**config.mk**
```make
export PLATFORM = sky130hd
export DESIGN_NAME = body_param_bank
export DESIGN_NICKNAME = d
export VERILOG_FILES = /design/src/rtl/gravsim_pkg.sv /design/src/rtl/frame_edge_det.sv /design/src/rtl/body_param_bank.sv
export SDC_FILE = /design/constraint.sdc
export NUM_CORES = 2
export LEC_CHECK = 0
export BUFFER_PORTS_ARGS = -buffer_cell sky130_fd_sc_hd__buf_2
export CORE_ASPECT_RATIO = 1.1
export CORE_MARGIN = 5
export CORE_UTILIZATION = 59
export CTS_BUF_LIST = sky130_fd_sc_hd__clkbuf_4 sky130_fd_sc_hd__clkbuf_8 sky130_fd_sc_hd__clkbuf_16
export CTS_CLUSTER_DIAMETER = 40
export CTS_CLUSTER_SIZE = 28
export DETAILED_ROUTE_END_ITERATION = 12
export PLACE_DENSITY_LB_ADDON = 0.15
export SKIP_CTS_REPAIR_TIMING = 1
export SLEW_MARGIN = 20
export SYNTH_ARGS = -nofsm -noshare
export SYNTH_HDL_FRONTEND = slang
export SYNTH_SLANG_ARGS = --single-unit
```
**constraint.sdc**
```tcl
create_clock -name Clk -period 48.4 [get_ports Clk]
set_input_delay 7.26 -clock Clk [delete_from_list [all_inputs] [get_ports Clk]]
set_output_delay 7.26 -clock Clk [all_outputs]
set_load 0.1 [all_outputs]
```
**src/rtl/gravsim_pkg.sv**
```systemverilog
// Shared types for the gravity-sim render path: body field selectors and the
// per-body float record passed between the physics engine and the renderer.
package gravsim_pkg;

    typedef enum logic [1:0] {
        FLD_RAD = 2'd0,
        FLD_X   = 2'd1,
        FLD_Y   = 2'd2,
        FLD_Z   = 2'd3
    } field_e;

    localparam logic [31:0] FLOAT_ZERO = 32'h00000000;

    typedef struct packed {
        logic [31:0] radius;
        logic [31:0] posX;
        logic [31:0] posY;
        logic [31:0] posZ;
    } body_t;

    localparam body_t BODY_ZERO = '{
        radius: FLOAT_ZERO,
        posX:   FLOAT_ZERO,
        posY:   FLOAT_ZERO,
        posZ:   FLOAT_ZERO
    };

    typedef enum logic [1:0] {
        ST_IDLE    = 2'd0,
        ST_PENDING = 2'd1,
        ST_SWAP    = 2'd2
    } bank_state_e;

endpackage

```
**src/rtl/frame_edge_det.sv**
```systemverilog
// Rising-edge detector for the VGA frame marker; frame_clk is assumed to be
// synchronous to Clk already, so a single history flop is enough.
module frame_edge_det (
    input  logic Clk,
    input  logic Reset,
    input  logic frame_clk,
    output logic frame_edge
);

    logic frame_clk_q;

    always_ff @(posedge Clk or posedge Reset) begin
        if (Reset) begin
            frame_clk_q <= 1'b0;
        end else begin
            frame_clk_q <= frame_clk;
        end
    end

    assign frame_edge = frame_clk & ~frame_clk_q;

endmodule

```
**src/rtl/body_param_bank.sv**
```systemverilog
// Double-buffered body parameter bank: shadow is loaded by the physics writer and
// swapped into active only at a frame boundary. Optional BODY_PARAM_STALE_CNT_EN
// adds a saturating count of frame boundaries seen without a commit.
//
// state      | meaning
// -----------+------------------------------------------------------------
// ST_IDLE    | accepting shadow writes, waiting for commit_req
// ST_PENDING | commit requested, writes stalled until the next frame edge
// ST_SWAP    | one cycle: active <= shadow, commit_done pulses
module body_param_bank
    import gravsim_pkg::*;
#(
    parameter int NUM_BODIES = 4,
    parameter int IDX_W      = 2
) (
    input  logic             Clk,
    input  logic             Reset,
    input  logic             frame_clk,
    input  logic             wr_valid,
    output logic             wr_ready,
    input  logic [IDX_W-1:0] wr_idx,
    input  logic [1:0]       wr_field,
    input  logic [31:0]      wr_data,
    input  logic             commit_req,
    output logic             commit_done,
    output logic             pending,
    input  logic [IDX_W-1:0] rd_idx,
    output logic [31:0]      radius,
    output logic [31:0]      posX,
    output logic [31:0]      posY,
    output logic [31:0]      posZ,
    output logic [IDX_W-1:0] rd_valid_idx
`ifdef BODY_PARAM_STALE_CNT_EN
    ,
    output logic [15:0]      stale_frames
`endif
);

    localparam logic [IDX_W:0] NUM_BODIES_W = (IDX_W+1)'(NUM_BODIES);

    bank_state_e state;
    body_t       shadow [NUM_BODIES];
    body_t       active [NUM_BODIES];
    body_t       rd_q;
    logic        frame_edge;
    logic        wr_fire;
    logic        wr_in_range;
    logic        rd_in_range;

    frame_edge_det u_frame_edge_det (
        .Clk        (Clk),
        .Reset      (Reset),
        .frame_clk  (frame_clk),
        .frame_edge (frame_edge)
    );

    assign wr_fire     = wr_valid & wr_ready;
    assign wr_in_range = {1'b0, wr_idx} < NUM_BODIES_W;
    assign rd_in_range = {1'b0, rd_idx} < NUM_BODIES_W;

    // Out-of-range writes still complete the handshake; they just land nowhere.
    always_ff @(posedge Clk or posedge Reset) begin
        if (Reset) begin
            for (int i = 0; i < NUM_BODIES; i++) begin
                shadow[i] <= BODY_ZERO;
            end
        end else if (wr_fire && wr_in_range) begin
            case (field_e'(wr_field))
                FLD_RAD: shadow[wr_idx].radius <= wr_data;
                FLD_X:   shadow[wr_idx].posX   <= wr_data;
                FLD_Y:   shadow[wr_idx].posY   <= wr_data;
                FLD_Z:   shadow[wr_idx].posZ   <= wr_data;
            endcase
        end
    end

    always_ff @(posedge Clk or posedge Reset) begin
        if (Reset) begin
            for (int i = 0; i < NUM_BODIES; i++) begin
                active[i] <= BODY_ZERO;
            end
        end else if (state == ST_SWAP) begin
            for (int i = 0; i < NUM_BODIES; i++) begin
                active[i] <= shadow[i];
            end
        end
    end

    // Only PENDING looks at frame_edge, so an edge coinciding with the
    // commit_req that enters PENDING is naturally ignored.
    always_ff @(posedge Clk or posedge Reset) begin
        if (Reset) begin
            state       <= ST_IDLE;
            wr_ready    <= 1'b1;
            pending     <= 1'b0;
            commit_done <= 1'b0;
        end else begin
            case (state)
                ST_IDLE: begin
                    if (commit_req) begin
                        state    <= ST_PENDING;
                        wr_ready <= 1'b0;
                        pending  <= 1'b1;
                    end
                end
                ST_PENDING: begin
                    if (frame_edge) begin
                        state       <= ST_SWAP;
                        pending     <= 1'b0;
                        commit_done <= 1'b1;
                    end
                end
                ST_SWAP: begin
                    state       <= ST_IDLE;
                    commit_done <= 1'b0;
                    wr_ready    <= 1'b1;
                end
                default: begin
                    state       <= ST_IDLE;
                    wr_ready    <= 1'b1;
                    pending     <= 1'b0;
                    commit_done <= 1'b0;
                end
            endcase
        end
    end

    always_ff @(posedge Clk or posedge Reset) begin
        if (Reset) begin
            rd_q         <= BODY_ZERO;
            rd_valid_idx <= '0;
        end else begin
            rd_q         <= rd_in_range ? active[rd_idx] : BODY_ZERO;
            rd_valid_idx <= rd_idx;
        end
    end

    assign radius = rd_q.radius;
    assign posX   = rd_q.posX;
    assign posY   = rd_q.posY;
    assign posZ   = rd_q.posZ;

`ifdef BODY_PARAM_STALE_CNT_EN
    always_ff @(posedge Clk or posedge Reset) begin
        if (Reset) begin
            stale_frames <= '0;
        end else if (state == ST_SWAP) begin
            stale_frames <= '0;
        end else if (state == ST_IDLE && !commit_req && frame_edge
                     && stale_frames != 16'hFFFF) begin
            stale_frames <= stale_frames + 16'd1;
        end
    end
`endif

endmodule

```
==> impl_metrics.py <==
metrics = {
    "global_route": {
        "grt_max_degree": 193,
        "antenna_found_initial": 10,
        "grt_overflow_total": 0,
        "grtUsageTotal_pct": 23.5,
        "grt_pass1_wl_microns": 148000,
        "grt_pass1_vias": 25112,
    },
    "routing": {
        "viasPerCell": 5.89,
        "drcViolationCount": 0,
        "wl_per_cell_microns": 24.5,
        "final_antenna_net_count": 0,
        "wirelength_microns": 92900,
        "drt-initial-drc-count": 1260,
        "drt-pass1-iter-count": 4,
        "vias": 22378,
    },
    "final_layout": {
        "syn2layout_area_growth_pct": 14.6,
        "finalNetCount": 2767,
        "utilization_pct": 68.3,
        "drive_gt1_share_pct": 53.8,
    },
    "sta": {
        "setup_viol": 0,
        "max_slew_margin_pct": 24.2,
        "worst_pin_slew_ps": 1140,
        "drv_slew": 0,
        "whs_ps": 480,
        "fmax_mhz": 91.7,
        "fin_crit_sh_pct": 22.5,
        "setup-tns-final_ps": 0,
        "fin_worst_skew_ps": 25.5,
        "rsz0062_at_grt": "no",
        "finalHoldViolations": 0,
        "period_needed_ps": 10910,
    },
    "logic_synthesis": {
        "async_reset_ff_share_pct": 100,
        "synth_top_area_share_pct": 65.1,
        "synth_commonest_cells": "1159 x dfrtp_1, 919 x mux2_2, 128 x mux4_2",
        "yosysMostFrequentCell": "dfrtp_1",
        "synth_cells": 2546,
        "synth_area_sq_um": 44500,
        "synth_nets": 2589,
        "yosysTopAreaCell": "dfrtp_1",
        "yosysSeqAreaShare_pct": 65.2,
        "synth-seq-cells": 1160,
        "synth-main-ff-cell": "dfrtp_1",
        "synth_warnings": 0,
        "yosys-top-cells-area": "dfrtp_1 65%, mux2_2 23%, mux4_2 6.5%, mux2_1 2.4%, buf_2 1.2%",
        "synth_edf_count": 0,
        "ys_types": 31,
        "syn_avg_cell_area_sq_um": 17.5,
    },
    "min_path": {
        "hold_class": "reg2reg",
        "min_path_cells": 1,
    },
    "setup_path": {
        "crit_arrival_ps": 11550,
        "rr_worst_depth": 5,
        "worstPathMaxFanout": 192,
        "cp-end-kind": "asynchronous set/reset pin",
        "cp_slowest_cell": "buf_4",
        "r2r-start": "state[0]",
        "r2r-end": "active[415]",
        "crit_path_cell_trace": "buf_2 > inv_8 > buf_4 > buf_4 > buf_12 > buf_16 > buf_12",
        "startpoint": "Reset",
        "worstSetupStartpointType": "input port",
        "reg2reg_slack_ps": 43880,
        "worstPathRequired_ps": 49040,
        "cpPeakStageDelay_ps": 820,
        "worstSetupPathType": "in2async",
    },
    "job": {
        "cap_violations": 0,
    },
    "pwr": {
        "ir_drop_mv": 0.0453,
        "p_leak_nw": 25.0,
        "p_per_area_nw_per_um2": 62.2,
    },
    "clock_tree": {
        "clkLatencyLatePin_ps": 710,
        "clock-sinks": 1160,
        "h-tree-depth": 4,
        "clk_pin_slew_ps": 50,
        "numCtsBuffers": 136,
        "cts_root_buf": "clkbuf_16",
        "cts_tree": "done",
        "clock_path_buffers": 3,
    },
    "die": {
        "num_io_pins": 176,
        "dieWidth_microns": 272,
        "start_util_pct": 59.6,
        "die_h_microns": 298,
        "core_sq_um": 74800,
        "rows": 105,
        "die-area_sq_um": 81100,
    },
    "place": {
        "gp_congestion": 0.758,
        "numPortBuffers": 175,
        "dp_hpwl_microns": 53500,
    },
    "run_status": {
        "outcome": "complete, no violations",
    },
}
[critical path: cells and delay by family]
kind / cells / cell delay (ps)
buffers and inverters: 7 / 3790
[metrics by stage]
stage | instance area [sq um] | total power [mW] | instances | setup slack (ps)
detailed placement | 46200 | 2.14 | 3547 | 36750
global route | 51000 | 3.32 | 3798 | 36850
floorplan | 44500 | 1.98 | 2546 | 8470
finish | 51000 | 3.18 | 3799 | 37490
CTS | 51000 | 3.21 | 3793 | 37490
global placement | 46200 | 2.09 | 3547 | 36920
[worst min path at each step]
| stage | slack, ps | from | endpoint |
|---|---|---|---|
| after floorplan | 440 | active[132] | active[132] |
| after global placement | 460 | active[132] | active[132] |
| after detailed placement | 470 | flip-flop | flip-flop |
| after CTS | 480 | flip-flop | flip-flop |
| after global routing | 500 | flip-flop | flip-flop |
| final | 480 | flip-flop | flip-flop |
[layout make-up]
class / count / area (sq um)
clock inverters: 73 / 906
well taps: 963 / 1200
diodes: 4 / 10.0
inverters: 4 / 22.5
clock buffers: 173 / 3860
multi-input cells: 1209 / 14800
repair buffers: 213 / 1240
flip-flops and latches: 1160 / 29000
fillers: 4862 / 23700
[power by group]
group	internal [mW]	switching (mW)	total, mW	leakage (nW)
registers	1.28	0.159	1.44	15.3
logic	0.294	0.391	0.685	7.34
clock network	0.649	0.406	1.05	2.34
total	2.22	0.955	3.18	25.0
[metal layers]
| layer | global-route usage [%] | share of wire (%) | vias up |
|---|---|---|---|
| li1 | - | - | 9570 |
| met1 | 32.5 | 43 | 12302 |
| met2 | 38.9 | 51 | 374 |
| met3 | 4.85 | 4.0 | 126 |
| met4 | 6.43 | 2.0 | 6 |
| met5 | 0 | 0.044 | - |
[layout by cell type, fill, tap and decap left out, types with 12 or more instances in the layout]
| cell type | instances |
|---|---|
| bufinv_16 | 14 |
| clkbuf_4 | 19 |
| mux2_1 | 93 |
| clkinvlp_4 | 12 |
| o21ai_0 | 13 |
| mux2_2 | 919 |
| clkbuf_8 | 12 |
| mux4_2 | 128 |
| nand2_1 | 12 |
| inv_6 | 20 |
| dfrtp_1 | 1159 |
| buf_4 | 30 |
| buf_2 | 173 |
| clkbuf_16 | 142 |
[cells by family after synthesis]
kind of cell	after synthesis	share of synthesized area [%]
simple gates	46	0.593
buf+inv	177	1.83
flops	1160	65.2
compound gates	22	0.317
mux	1141	32.1
Note: power is estimated with default switching activity, not from simulation.
